==> config.mk <==
export PLATFORM = sky130hd
export DESIGN_NAME = bpm_test_link_reader
export DESIGN_NICKNAME = d
export VERILOG_FILES = /design/src/rtl/bpm_test_link_reader.sv
export SDC_FILE = /design/constraint.sdc
export NUM_CORES = 1
export LEC_CHECK = 0
export CORE_MARGIN = 3
export CORE_UTILIZATION = 51
export CTS_CLUSTER_SIZE = 12
export DETAILED_ROUTE_END_ITERATION = 7
export PLACE_DENSITY = 0.8
export SLEW_MARGIN = 25
export SYNTH_ARGS = -nofsm -noshare
export SYNTH_HDL_FRONTEND = slang
export SYNTH_SLANG_ARGS = --single-unit
==> constraint.sdc <==
create_clock -name auroraUserClk -period 4.1 [get_ports auroraUserClk]
set_input_delay 1.23 -clock auroraUserClk [delete_from_list [all_inputs] [get_ports auroraUserClk]]
set_output_delay 1.23 -clock auroraUserClk [all_outputs]
set_load 0.005 [all_outputs]
==> src/rtl/bpm_test_link_reader.sv <==
// ============================================================================
// Module   : bpm_test_link_reader
// Purpose  : BPM test-link RX parser. It checks framing and magic, extracts the
//            index and payload, reports a status per packet and counts good,
//            error and missed packets.
// Option   : BPM_TEST_LINK_READER_SEQ_CHECK_EN adds seqErrorCount.
// Revision : 1.0 - initial release
// ============================================================================
`default_nettype none

module bpm_test_link_reader #(
    parameter int          MAGIC_WIDTH     = 16,
    parameter int          MAGIC_START_BIT = 16,
    parameter int          INDEX_WIDTH     = 5,
    parameter int          INDEX_START_BIT = 10,
    parameter int          NUM_DATA_WORDS  = 3,
    parameter logic [15:0] EXPECTED_MAGIC  = 16'hA5BE
) (
    input  logic                         auroraUserClk,
    input  logic                         auroraReset,
    input  logic                         auroraChannelUp,
    input  logic                         auroraFAstrobe,
    input  logic [31:0]                  BPM_TEST_AXI_STREAM_RX_tdata,
    input  logic                         BPM_TEST_AXI_STREAM_RX_tvalid,
    input  logic                         BPM_TEST_AXI_STREAM_RX_tlast,
`ifdef BPM_TEST_LINK_READER_SEQ_CHECK_EN
    output logic [15:0]                  seqErrorCount,
`endif
    output logic                         statusStrobe,
    output logic [1:0]                   statusCode,
    output logic                         packetStrobe,
    output logic [INDEX_WIDTH-1:0]       packetIndex,
    output logic [32*NUM_DATA_WORDS-1:0] packetData,
    output logic [15:0]                  goodCount,
    output logic [15:0]                  errorCount,
    output logic [15:0]                  missedCount
);

    localparam int DATA_W = 32 * NUM_DATA_WORDS;
    localparam int CNT_W  = (NUM_DATA_WORDS > 1) ? $clog2(NUM_DATA_WORDS) : 1;
    localparam logic [CNT_W-1:0] c_LAST_WORD = CNT_W'(NUM_DATA_WORDS - 1);

    localparam logic [1:0] c_OK        = 2'd0;
    localparam logic [1:0] c_BAD_MAGIC = 2'd1;
    localparam logic [1:0] c_SHORT     = 2'd2;
    localparam logic [1:0] c_LONG      = 2'd3;

    typedef enum logic [1:0] {
        S_IDLE  = 2'd0,
        S_DATA  = 2'd1,
        S_DRAIN = 2'd2
    } state_t;

    state_t                   r_state;
    logic [CNT_W-1:0]         r_wordCnt;
    logic [INDEX_WIDTH-1:0]   r_shadowIndex;
    logic [DATA_W-1:0]        r_shadowData;
    logic                     r_statusStrobe;
    logic [1:0]               r_statusCode;
    logic                     r_packetStrobe;
    logic [INDEX_WIDTH-1:0]   r_packetIndex;
    logic [DATA_W-1:0]        r_packetData;
    logic [15:0]              r_goodCount;
    logic [15:0]              r_errorCount;
    logic [15:0]              r_missedCount;
    logic                     r_armed;
    logic                     r_okSeen;

    logic                     w_beat;
    logic [MAGIC_WIDTH-1:0]   w_magic;
    logic                     w_report;
    logic [1:0]               w_code;
    logic                     w_ok;
    state_t                   w_nextState;
    logic [DATA_W-1:0]        w_fullData;

    assign w_beat  = BPM_TEST_AXI_STREAM_RX_tvalid && auroraChannelUp;
    assign w_magic = BPM_TEST_AXI_STREAM_RX_tdata[MAGIC_START_BIT +: MAGIC_WIDTH];
    assign w_ok    = w_report && (w_code == c_OK);

    always_comb begin
        w_report    = 1'b0;
        w_code      = c_OK;
        w_nextState = r_state;
        if (w_beat) begin
            case (r_state)
                S_IDLE: begin
                    if (w_magic != EXPECTED_MAGIC[MAGIC_WIDTH-1:0]) begin
                        w_report    = 1'b1;
                        w_code      = c_BAD_MAGIC;
                        w_nextState = BPM_TEST_AXI_STREAM_RX_tlast ? S_IDLE : S_DRAIN;
                    end else if (BPM_TEST_AXI_STREAM_RX_tlast) begin
                        w_report = 1'b1;
                        w_code   = c_SHORT;
                    end else begin
                        w_nextState = S_DATA;
                    end
                end
                S_DATA: begin
                    if (r_wordCnt == c_LAST_WORD) begin
                        w_report    = 1'b1;
                        w_code      = BPM_TEST_AXI_STREAM_RX_tlast ? c_OK : c_LONG;
                        w_nextState = BPM_TEST_AXI_STREAM_RX_tlast ? S_IDLE : S_DRAIN;
                    end else if (BPM_TEST_AXI_STREAM_RX_tlast) begin
                        w_report    = 1'b1;
                        w_code      = c_SHORT;
                        w_nextState = S_IDLE;
                    end
                end
                S_DRAIN: begin
                    if (BPM_TEST_AXI_STREAM_RX_tlast) begin
                        w_nextState = S_IDLE;
                    end
                end
                default: w_nextState = S_IDLE;
            endcase
        end
    end

    // The final data word is published straight from the bus, not from the shadow.
    always_comb begin
        w_fullData = r_shadowData;
        w_fullData[DATA_W-32 +: 32] = BPM_TEST_AXI_STREAM_RX_tdata;
    end

    always_ff @(posedge auroraUserClk) begin
        if (auroraReset) begin
            r_state        <= S_IDLE;
            r_wordCnt      <= '0;
            r_shadowIndex  <= '0;
            r_shadowData   <= '0;
            r_statusStrobe <= 1'b0;
            r_statusCode   <= c_OK;
            r_packetStrobe <= 1'b0;
            r_packetIndex  <= '0;
            r_packetData   <= '0;
            r_goodCount    <= '0;
            r_errorCount   <= '0;
            r_missedCount  <= '0;
            r_armed        <= 1'b0;
            r_okSeen       <= 1'b0;
        end else begin
            r_statusStrobe <= w_report;
            r_statusCode   <= w_code;
            r_packetStrobe <= w_ok;
            if (!auroraChannelUp) begin
                r_state   <= S_IDLE;
                r_wordCnt <= '0;
                r_armed   <= 1'b0;
                r_okSeen  <= 1'b0;
            end else begin
                r_state <= w_nextState;
                if (w_beat && r_state == S_IDLE) begin
                    r_shadowIndex <= BPM_TEST_AXI_STREAM_RX_tdata[INDEX_START_BIT +: INDEX_WIDTH];
                    r_wordCnt     <= '0;
                end else if (w_beat && r_state == S_DATA) begin
                    r_shadowData[r_wordCnt*32 +: 32] <= BPM_TEST_AXI_STREAM_RX_tdata;
                    r_wordCnt <= r_wordCnt + 1'b1;
                end
                if (w_ok) begin
                    r_packetIndex <= r_shadowIndex;
                    r_packetData  <= w_fullData;
                    if (r_goodCount != 16'hFFFF) r_goodCount <= r_goodCount + 16'd1;
                end
                if (w_report && !w_ok && r_errorCount != 16'hFFFF) begin
                    r_errorCount <= r_errorCount + 16'd1;
                end
                // An OK decided in the strobe cycle belongs to the interval being closed.
                if (auroraFAstrobe) begin
                    r_armed  <= 1'b1;
                    r_okSeen <= 1'b0;
                    if (r_armed && !r_okSeen && !w_ok && r_missedCount != 16'hFFFF) begin
                        r_missedCount <= r_missedCount + 16'd1;
                    end
                end else if (w_ok) begin
                    r_okSeen <= 1'b1;
                end
            end
        end
    end

`ifdef BPM_TEST_LINK_READER_SEQ_CHECK_EN
    logic [15:0]            r_seqErrorCount;
    logic [INDEX_WIDTH-1:0] r_prevIndex;
    logic                   r_haveGood;

    always_ff @(posedge auroraUserClk) begin
        if (auroraReset) begin
            r_seqErrorCount <= '0;
            r_prevIndex     <= '0;
            r_haveGood      <= 1'b0;
        end else if (!auroraChannelUp) begin
            r_haveGood <= 1'b0;
        end else if (w_ok) begin
            r_prevIndex <= r_shadowIndex;
            r_haveGood  <= 1'b1;
            if (r_haveGood && r_shadowIndex != r_prevIndex + 1'b1 &&
                r_seqErrorCount != 16'hFFFF) begin
                r_seqErrorCount <= r_seqErrorCount + 16'd1;
            end
        end
    end

    assign seqErrorCount = r_seqErrorCount;
`endif

    assign statusStrobe = r_statusStrobe;
    assign statusCode   = r_statusCode;
    assign packetStrobe = r_packetStrobe;
    assign packetIndex  = r_packetIndex;
    assign packetData   = r_packetData;
    assign goodCount    = r_goodCount;
    assign errorCount   = r_errorCount;
    assign missedCount  = r_missedCount;

endmodule

`default_nettype wire
; ---- After elaboration in Yosys (flattened, before gate mapping)
; Cells that the tools add are included.
; W data, S select, Z words.
[op_classes]
add_sub_neg = 5
n_eq_ne = 8
shifts = 2
muxes = 18
bitwise = 2
reduce_logical = 23
[ops]
columns = cell, n
row1 = $bwmux W96, 1
row2 = $shift A32 B34 Y96 const A, 1
row3 = $shiftx A32 B34 Y96, 1
row4 = $ne A16 B16 Y1 const B, 4
row5 = $add A16 B1 Y16 const B, 3
row6 = $neg A7 Y34, 1
row7 = $mux W2, 10
row8 = $logic_and A1 B1 Y1, 9
row9 = $reduce_and A3 Y1, 3
row10 = $reduce_and A2 Y1, 4
row11 = $pmux W2 S3, 1
row12 = $reduce_or A3 Y1, 2
row13 = $eq A2 B2 Y1 const B, 2
row14 = $logic_not A2 Y1, 2
row15 = $mux W1, 4
row16 = $pmux W2 S2, 1
row17 = $ne A3 B3 Y1 const B, 1
row18 = $add A2 B1 Y2 const B, 1
row19 = $eq A2 B1 Y1 const B, 1
row20 = $logic_not A1 Y1, 2
row21 = $not A1 Y1, 2
row22 = $pmux W1 S2, 1
row23 = $reduce_or A2 Y1, 1
[word_totals]
regBits = 260
input_bits = 38
output_inout_bits = 153
word_cells = 72

; ---- Depth between registers and ports, before layout
; Gate-level depths: netlist of the first run.
[logic_depth]
depth_word = 10
depth_mapped = 11
mapped_depth_nobuf = 9

; ---- Worst setup path after synthesis of the first run
; Ideal clock, no wire load.
[synth_timing]
kind = input -> register
from = in BPM_TEST_AXI_STREAM_RX_tdata[25]
to = reg r_goodCount[15] (netlist: goodCount[15])
arrival_time_ns = 3.523
required_ns = 4.030
slack_ns = 0.507
stages = 6
n_path_buf = 0
path_cell_list = or4b_4 or4_4 a2111o_1 or2_0 or4_1 a21oi_1
[synth_via]
elab_chain_len = 7
[synth_rtl]
columns = item, line
row1 = from (decl), 23  ; input logic [31:0] BPM_TEST_AXI_STREAM_RX_tdata,
row2 = $ne A16 B16 Y1 (*), 88  ; if (w_magic != EXPECTED_MAGIC[MAGIC_WIDTH-1:0]) begin
row3 = $mux W2, 88
row4 = $pmux W2 S2, 86  ; case (r_state)
row5 = $mux W2, 85  ; if (w_beat) begin
row6 = $logic_not A2 Y1, 79  ; assign w_ok = w_report && (w_code == c_OK);
row7 = $logic_and A1 B1 Y1 (*), 79
row8 = $reduce_and A3 Y1 (no source line) (*), n/a
row9 = to (signal assigned), 163  ; if (r_goodCount != 16'hFFFF) r_goodCount <= r_goodCount + 16'd1;
row10 = to (decl), 63  ; logic [15:0] r_goodCount;
; Mark *: on every way between the ends. The rest lies on a longest branch, timed or not.
; A chain may end at the register's enable or synchronous reset.

; ---- Final worst setup path of the first run
[layout_timing]
from = in BPM_TEST_AXI_STREAM_RX_tdata[16]
to = reg r_missedCount[15] (netlist: missedCount[15])
[layout_via]
elab_chain_len = 10
[layout_rtl]
columns = item, line
row1 = $ne A16 B16 Y1 (*), 88
row2 = $mux W2, 88
row3 = $pmux W2 S2, 86
row4 = $mux W2, 85
row5 = $logic_not A2 Y1, 79
row6 = $logic_and A1 B1 Y1 (*), 79
row7 = $logic_not A1 Y1 (*), 172  ; if (r_armed && !r_okSeen && !w_ok && r_missedCount != 16'hFFFF) begin
row8 = $logic_and A1 B1 Y1 (*) (2 in a row), 172
row9 = $reduce_and A3 Y1 (no source line) (*), n/a
row10 = to (signal assigned), 173  ; r_missedCount <= r_missedCount + 16'd1;
row11 = to (decl), 65  ; logic [15:0] r_missedCount;
; Marks and branches as above.

==> impl_metrics.py, run 1 <==
metrics = {
    "run_status": {
        "status": "finished clean",
    },
    "yosys": {
        "synth_fa_ha_area_share_pct": 1.116,
        "synth-xor-area-share_pct": 1.367,
        "synth_area_sq_um": 8969,
        "synth_enable_flop_cells": 0,
        "seq_area_frac_synth_pct": 50.89,
        "synth_area_leader_cell": "dfxtp_1",
        "synthSimpleGateAreaFrac_pct": 26.44,
        "synthMuxAreaShare_pct": 1.283,
        "synth_fp_nets": 1162,
        "yosys_most_used_dff": "dfxtp_1",
        "synth_seq_cells": 228,
        "synthTopCellsByArea": "dfxtp_1 (51%), nand2_1 (12%), a21oi_1 (11%)",
        "synth_top_area_share_pct": 50.89,
        "yosysWarnings": 0,
        "synth_commonest_cells": "nand2_1 (291), dfxtp_1 (228), a21oi_1 (191), nand3_1 (82), clkbuf_1 (70)",
        "synth_cell_types": 49,
        "synthesis.instances": 1116,
        "synth_top_family_by_area": "simple AND/OR/NAND/NOR gates",
        "async_flop_share_pct": 0,
        "synth_compound_area_share_pct": 14.69,
        "avgSynthCellArea_sq_um": 8.036,
        "synth_most_common_cell": "nand2_1",
    },
    "route": {
        "wl_met1_um": 10620,
        "dr.pass1.iters": 5,
        "avgViaCountPerCell": 5.588,
        "met2_length_um": 11840,
        "remaining_drc_errors": 0,
        "first_iter_violations": 617,
        "wl_um": 24390,
        "antenna_left": 0,
        "vias": 8539,
        "top_layer": "met4",
        "routedWlPerCell_um": 15.96,
        "wl_met3_um": 1624,
    },
    "clock_network": {
        "cts_setup_buffers": 0,
        "clock_latency_ns": 0.51,
        "cts_buffer_depth": 3,
        "clockRootBuffer": "clkbuf_16",
        "htree_levels": 1,
        "cts-resized-gates": 0,
        "postCtsHoldBufs": 0,
        "cts_buffers": 24,
        "clock-sinks": 228,
        "path_clk_slew_ns": 0.06,
        "cts_tree": "built",
    },
    "job": {
        "maxCapViolCount": 0,
    },
    "sta": {
        "final.period_utilization_pct": 89.72,
        "hold_violations": 0,
        "drv_slew": 0,
        "worstMarginPinSlew_ns": 0.5909,
        "setup_violations": 0,
        "clock_skew_ns": 0.01785,
        "layout_min_cycle_time_ns": 3.679,
        "max_slew_margin_pct": 60.61,
        "hold_ws_ns": 0.4454,
        "timing.fmax_mhz": 271.8,
        "rsz0062_at_grt": "false",
    },
    "floorplan": {
        "ios": 191,
        "coreArea_sq_um": 16880,
        "fp.dieW_um": 138.6,
        "die_area_sq_um": 19210,
        "std_cell_rows": 47,
        "initial_core_util_pct": 53.14,
        "die_h_um": 138.6,
    },
    "setup_path": {
        "startpoint": "BPM_TEST_AXI_STREAM_RX_tdata[16]",
        "setup.worst_path.class": "input pin to flop",
        "worstPathArrival_ns": 4.10,
        "rr_startpoint": "r_wordCnt[0]$_SDFFE_PP0P_",
        "start_kind": "input pin",
        "critPathCaptureType": "flop",
        "cp.required_ns": 4.52,
        "critPathMaxFanout": 18,
    },
    "final_layout": {
        "diodes": 0,
        "design_area_sq_um": 11990,
        "nNetsFinal": 1340,
        "drive_gt1_share_pct": 7.492,
        "syn2layout_area_growth_pct": 33.73,
        "utilization_pct": 71.07,
    },
    "global_route": {
        "grt_antenna_before_repair": 0,
        "grt_pass1_vias": 7855,
        "grt_use_total_pct": 23.90,
        "grt-ovfl-total": 0,
        "grt_pass1_wl_um": 39300,
        "grt_max_degree": 77,
    },
    "placement": {
        "port_buffers": 190,
        "hpwl_um": 16080,
        "gp_congestion": 0.8260,
        "dpl_cell_area_sq_um": 11250,
    },
    "power": {
        "power.leakage_uw": 0.003958,
        "peakVddDrop_mv": 0.3344,
        "power_uw": 4576,
        "power_density_nw_per_um2": 381.6,
    },
    "worst_hold_path": {
        "hold_path_class": "flop to flop",
        "hp-start": "r_shadowData[13]$_SDFFE_PP0P_",
    },
}
==> where the power goes <==
| part | internal, uW | switching (uW) |
|---|---|---|
| Clock | 1200 | 836 |
| Sequential | 2240 | 15.9 |
| Combinational | 120 | 163 |
| Total | 3560 | 1020 |
==> layer usage <==
metal	GRT usage (%)	vias up
li1	-	4179
met1	31.48	4048
met2	41.60	284
met3	4.276	28
met4	4.737	0
met5	0	-
==> final timing paths <==
kind / endpoint / slack, ns / depth (start not counted)
worst max-delay path: missedCount[15]$_SDFFE_PP0P_ / 0.42 / 8
worst min-delay path: packetData[13]$_SDFFE_PP0P_ / 0.45 / 2
worst max register to register: missedCount[15]$_SDFFE_PP0P_ / 1.43 / 10
worst min register to register: packetData[13]$_SDFFE_PP0P_ / 0.45 / 2
==> cell type report <==
type,count,area [sq um]
inverter,14,52.55
tap,220,275.3
clock buffer,38,723.2
timing repair buffer,235,2303
multi-input combinational,791,4054
sequential,228,4564
clock inverter,2,21.27
fill,1374,4883
==> layout by cell type (no fill, tap or decap), types with 5 or more instances in the layout <==
cell type / n
nand2_1: 291
dfxtp_1: 228
a21oi_1: 191
clkdlybuf4s50_1: 189
nand3_1: 82
buf_4: 40
nor2_1: 36
clkbuf_16: 24
or4_1: 22
o31ai_1: 19
nand4_1: 16
nor3_1: 15
inv_1: 14
nor2b_1: 12
xnor2_1: 11
and3_1: 8
ha_1: 8
mux2i_1: 7
clkbuf_1: 7
clkbuf_8: 7
nor4_1: 6
o21ai_0: 6
a211oi_1: 6
buf_12: 5
==> per-stage QoR <==
step / worst slack [ns] / setup TNS, ns / cells
floorplan: 0.5067 / 0 / 1116
global placement: -0.05615 / -0.1067 / 1488
detailed placement: -0.08885 / -0.2516 / 1488
CTS: 0.4202 / 0 / 1528
global route: 0.3176 / 0 / 1528
finish: 0.4213 / 0 / 1528
==> state kept, by name (all words and copies together) (netlist names) <==
| signal | cells |
|---|---|
| missedCount | 16 |
| packetData | 96 |
| r_shadowIndex | 5 |
| r_wordCnt | 2 |
| r_okSeen | 1 |
| r_armed | 1 |
| errorCount | 16 |
| r_shadowData | 64 |
| packetIndex | 5 |
| packetStrobe | 1 |
| goodCount | 16 |
| statusCode | 2 |
| r_state | 2 |
| statusStrobe | 1 |
==> cells by family after synthesis <==
kind of cell / Yosys count
mux: 11
compound gates: 239
simple gates: 519
flops: 228
xor+xnor: 14
fa+ha+maj: 8
buf+inv: 97
==> critical path, cell delays in order <==
cell,delay [ns]
clkdlybuf4s50_1,0.50
or4b_4,0.53
or4_1,0.60
o21ai_1,0.27
o21ai_1,0.09
buf_4,0.19
or4_1,0.50
a21oi_1,0.16
Note: power is estimated with default switching activity, not from simulation.
==> inputs of run 2 (changes only) <==
--- a/config.mk
+++ b/config.mk
@@ -5,11 +5,10 @@
 export SDC_FILE = /design/constraint.sdc
 export NUM_CORES = 1
 export LEC_CHECK = 0
-export CORE_MARGIN = 3
-export CORE_UTILIZATION = 51
+export CORE_UTILIZATION = 55
 export CTS_CLUSTER_SIZE = 12
 export DETAILED_ROUTE_END_ITERATION = 7
-export PLACE_DENSITY = 0.8
+export PLACE_DENSITY = 0.85
 export SLEW_MARGIN = 25
 export SYNTH_ARGS = -nofsm -noshare
 export SYNTH_HDL_FRONTEND = slang
==> constraint.sdc (replaced) <==
create_clock -name auroraUserClk -period 4.69 [get_ports auroraUserClk]
set_input_delay 1.407 -clock auroraUserClk [delete_from_list [all_inputs] [get_ports auroraUserClk]]
set_output_delay 1.407 -clock auroraUserClk [all_outputs]
set_load 0.005 [all_outputs]
==> impl_metrics.py, run 2 (synthesized netlist as in run 1, its figures left out) <==
metrics = {
    "sta": {
        "setup_ws_ns": 0.7555,
        "final.period_utilization_pct": 83.89,
        "worstMarginPinSlew_ns": 0.9521,
        "clock_skew_ns": 0.01101,
        "rsz0062_at_grt": "false",
        "hold_violations": 0,
        "fin_setup_tns_ns": 0,
        "setup_violations": 0,
        "drv_slew": 0,
        "layout_min_cycle_time_ns": 3.935,
        "max_slew_margin_pct": 36.53,
        "timing.fmax_mhz": 254.2,
    },
    "setup_path": {
        "path_delay_family": "simple AND/OR/NAND/NOR gates",
        "r2r_cells": 9,
        "start_kind": "input pin",
        "worstPathArrival_ns": 4.36,
        "critPathMaxFanout": 22,
        "reg2reg_slack_ns": 1.93,
        "rr_startpoint": "r_wordCnt[0]$_SDFFE_PP0P_",
        "setup.worst_path.class": "input pin to flop",
        "cp_cell_sequence": "clkdlybuf4s50_1, or4b_4, or4_1, o21ai_1, o21ai_1, buf_4, or4_1, a21oi_1",
        "cp_num_buf_inv": 2,
        "slowest_stage": "or4b_4",
        "critPathCaptureType": "flop",
        "path_depth": 8,
        "startpoint": "BPM_TEST_AXI_STREAM_RX_tdata[25]",
        "crit_end": "missedCount[15]$_SDFFE_PP0P_",
        "cp.required_ns": 5.11,
        "timing.rr.end": "r_okSeen$_SDFFE_PP0P_",
        "max_stage_delay_ns": 0.59,
    },
    "final_layout": {
        "fillers": 1226,
        "final_common_cell": "nand2_1",
        "drive_gt1_share_pct": 5.172,
        "nNetsFinal": 1314,
        "utilization_pct": 73.41,
        "syn2layout_area_growth_pct": 30.02,
        "largest_register_ffs": 96,
        "layout_common_cells": "nand2_1 (291), dfxtp_1 (228), a21oi_1 (191)",
        "fin_cells": 1492,
        "diodes": 0,
    },
    "route": {
        "remaining_drc_errors": 0,
        "avgViaCountPerCell": 5.735,
        "vias": 8557,
        "wl_um": 23810,
        "dr.pass1.iters": 6,
        "routedWlPerCell_um": 15.96,
        "antenna_left": 0,
        "first_iter_violations": 673,
    },
    "floorplan": {
        "ios": 191,
        "initial_core_util_pct": 56.46,
        "die_h_um": 129.7,
        "die_area_sq_um": 16820,
        "std_cell_rows": 46,
        "fp.dieW_um": 129.7,
        "coreArea_sq_um": 15890,
    },
    "placement": {
        "gp_congestion": 0.8771,
        "port_buffers": 190,
        "hpwl_um": 15210,
        "dp_slack_ns": 0.2512,
        "dp.cells": 1459,
    },
    "clock_network": {
        "path_clk_slew_ns": 0.06,
        "clockRootBuffer": "clkbuf_16",
        "postCtsHoldBufs": 0,
        "cts-resized-gates": 0,
        "cts_buffers": 23,
        "clock-sinks": 228,
        "cts_buffer_depth": 3,
        "cts_tree": "built",
        "cts_setup_buffers": 0,
        "htree_levels": 1,
        "clock_latency_ns": 0.50,
    },
    "global_route": {
        "grt_antenna_before_repair": 0,
        "grt_max_degree": 131,
        "grt_pass1_vias": 7480,
        "grt_pass1_wl_um": 37050,
        "grt-ovfl-total": 0,
        "grt_use_total_pct": 27.38,
    },
    "run_status": {
        "status": "finished clean",
    },
    "job": {
        "maxCapViolCount": 0,
    },
    "power": {
        "power_density_nw_per_um2": 326.8,
        "peakVddDrop_mv": 0.2928,
        "power.leakage_uw": 0.003774,
    },
    "worst_hold_path": {
        "holdPathStages": 2,
        "hold_path_class": "flop to flop",
    },
}
## run 2: cell count changes in the layout (fill, tap and decap cells not counted), sizes merged
cell / change
clkinv: -1
clkbuf: -7
inv: +1
buf: -25
## run 2: per-stage QoR
stage                     hold WS (ns)  instance area [sq um]  total power, uW
after floorplan                 0.4312                   8969             2122
after global routing            0.4656                  11660             3924
after detailed placement        0.4431                  11030             2241
after CTS                       0.4518                  11660             3834
final                           0.4496                  11660             3811
after global placement          0.4375                  11030             2238
## run 2: where the power goes
group	total [uW]	internal (uW)	switching, uW
sequential	1970	1960	13.1
clock	1610	906	703
combinational	230	90.9	140
total	3810	2960	855
## run 2: final cells by class
type                            count  area, sq um  area share, %
Clock inverter                      2        13.76         0.1180
Tap cell                          216        270.3          2.318
Clock buffer                       31        615.6          5.279
Timing Repair Buffer              210         2091          17.93
Inverter                           14        52.55         0.4506
Sequential cell                   228         4564          39.14
Multi-Input combinational cell    791         4054          34.76
## run 2: routing by layer
metal	GRT usage (%)	part of all wire (%)	routed length, um	up-vias
met2	45.67	48	11320	334
met4	10.60	3.5	833	0
li1	-	-	-	4125
met3	4.592	7.3	1744	69
met5	0	0	0	-
met1	35.56	42	9914	4029
## run 2: worst min-delay path by stage
stage	from	to
finish	r_shadowData[45]$_SDFFE_PP0P_	packetData[45]$_SDFFE_PP0P_
global route	r_shadowData[55]$_SDFFE_PP0P_	r_shadowData[55]$_SDFFE_PP0P_
detailed placement	r_shadowData[29]$_SDFFE_PP0P_	packetData[29]$_SDFFE_PP0P_
floorplan	r_shadowIndex[0]$_SDFFE_PP0P_	packetIndex[0]$_SDFFE_PP0P_
global placement	r_shadowData[12]$_SDFFE_PP0P_	packetData[12]$_SDFFE_PP0P_
CTS	r_shadowData[14]$_SDFFE_PP0P_	r_shadowData[14]$_SDFFE_PP0P_
## run 2: tightest hold or removal path, stage by stage (launching register included)
cell     delay (ns)
dfxtp_1        0.31
nand2_1        0.05
a21oi_1        0.05
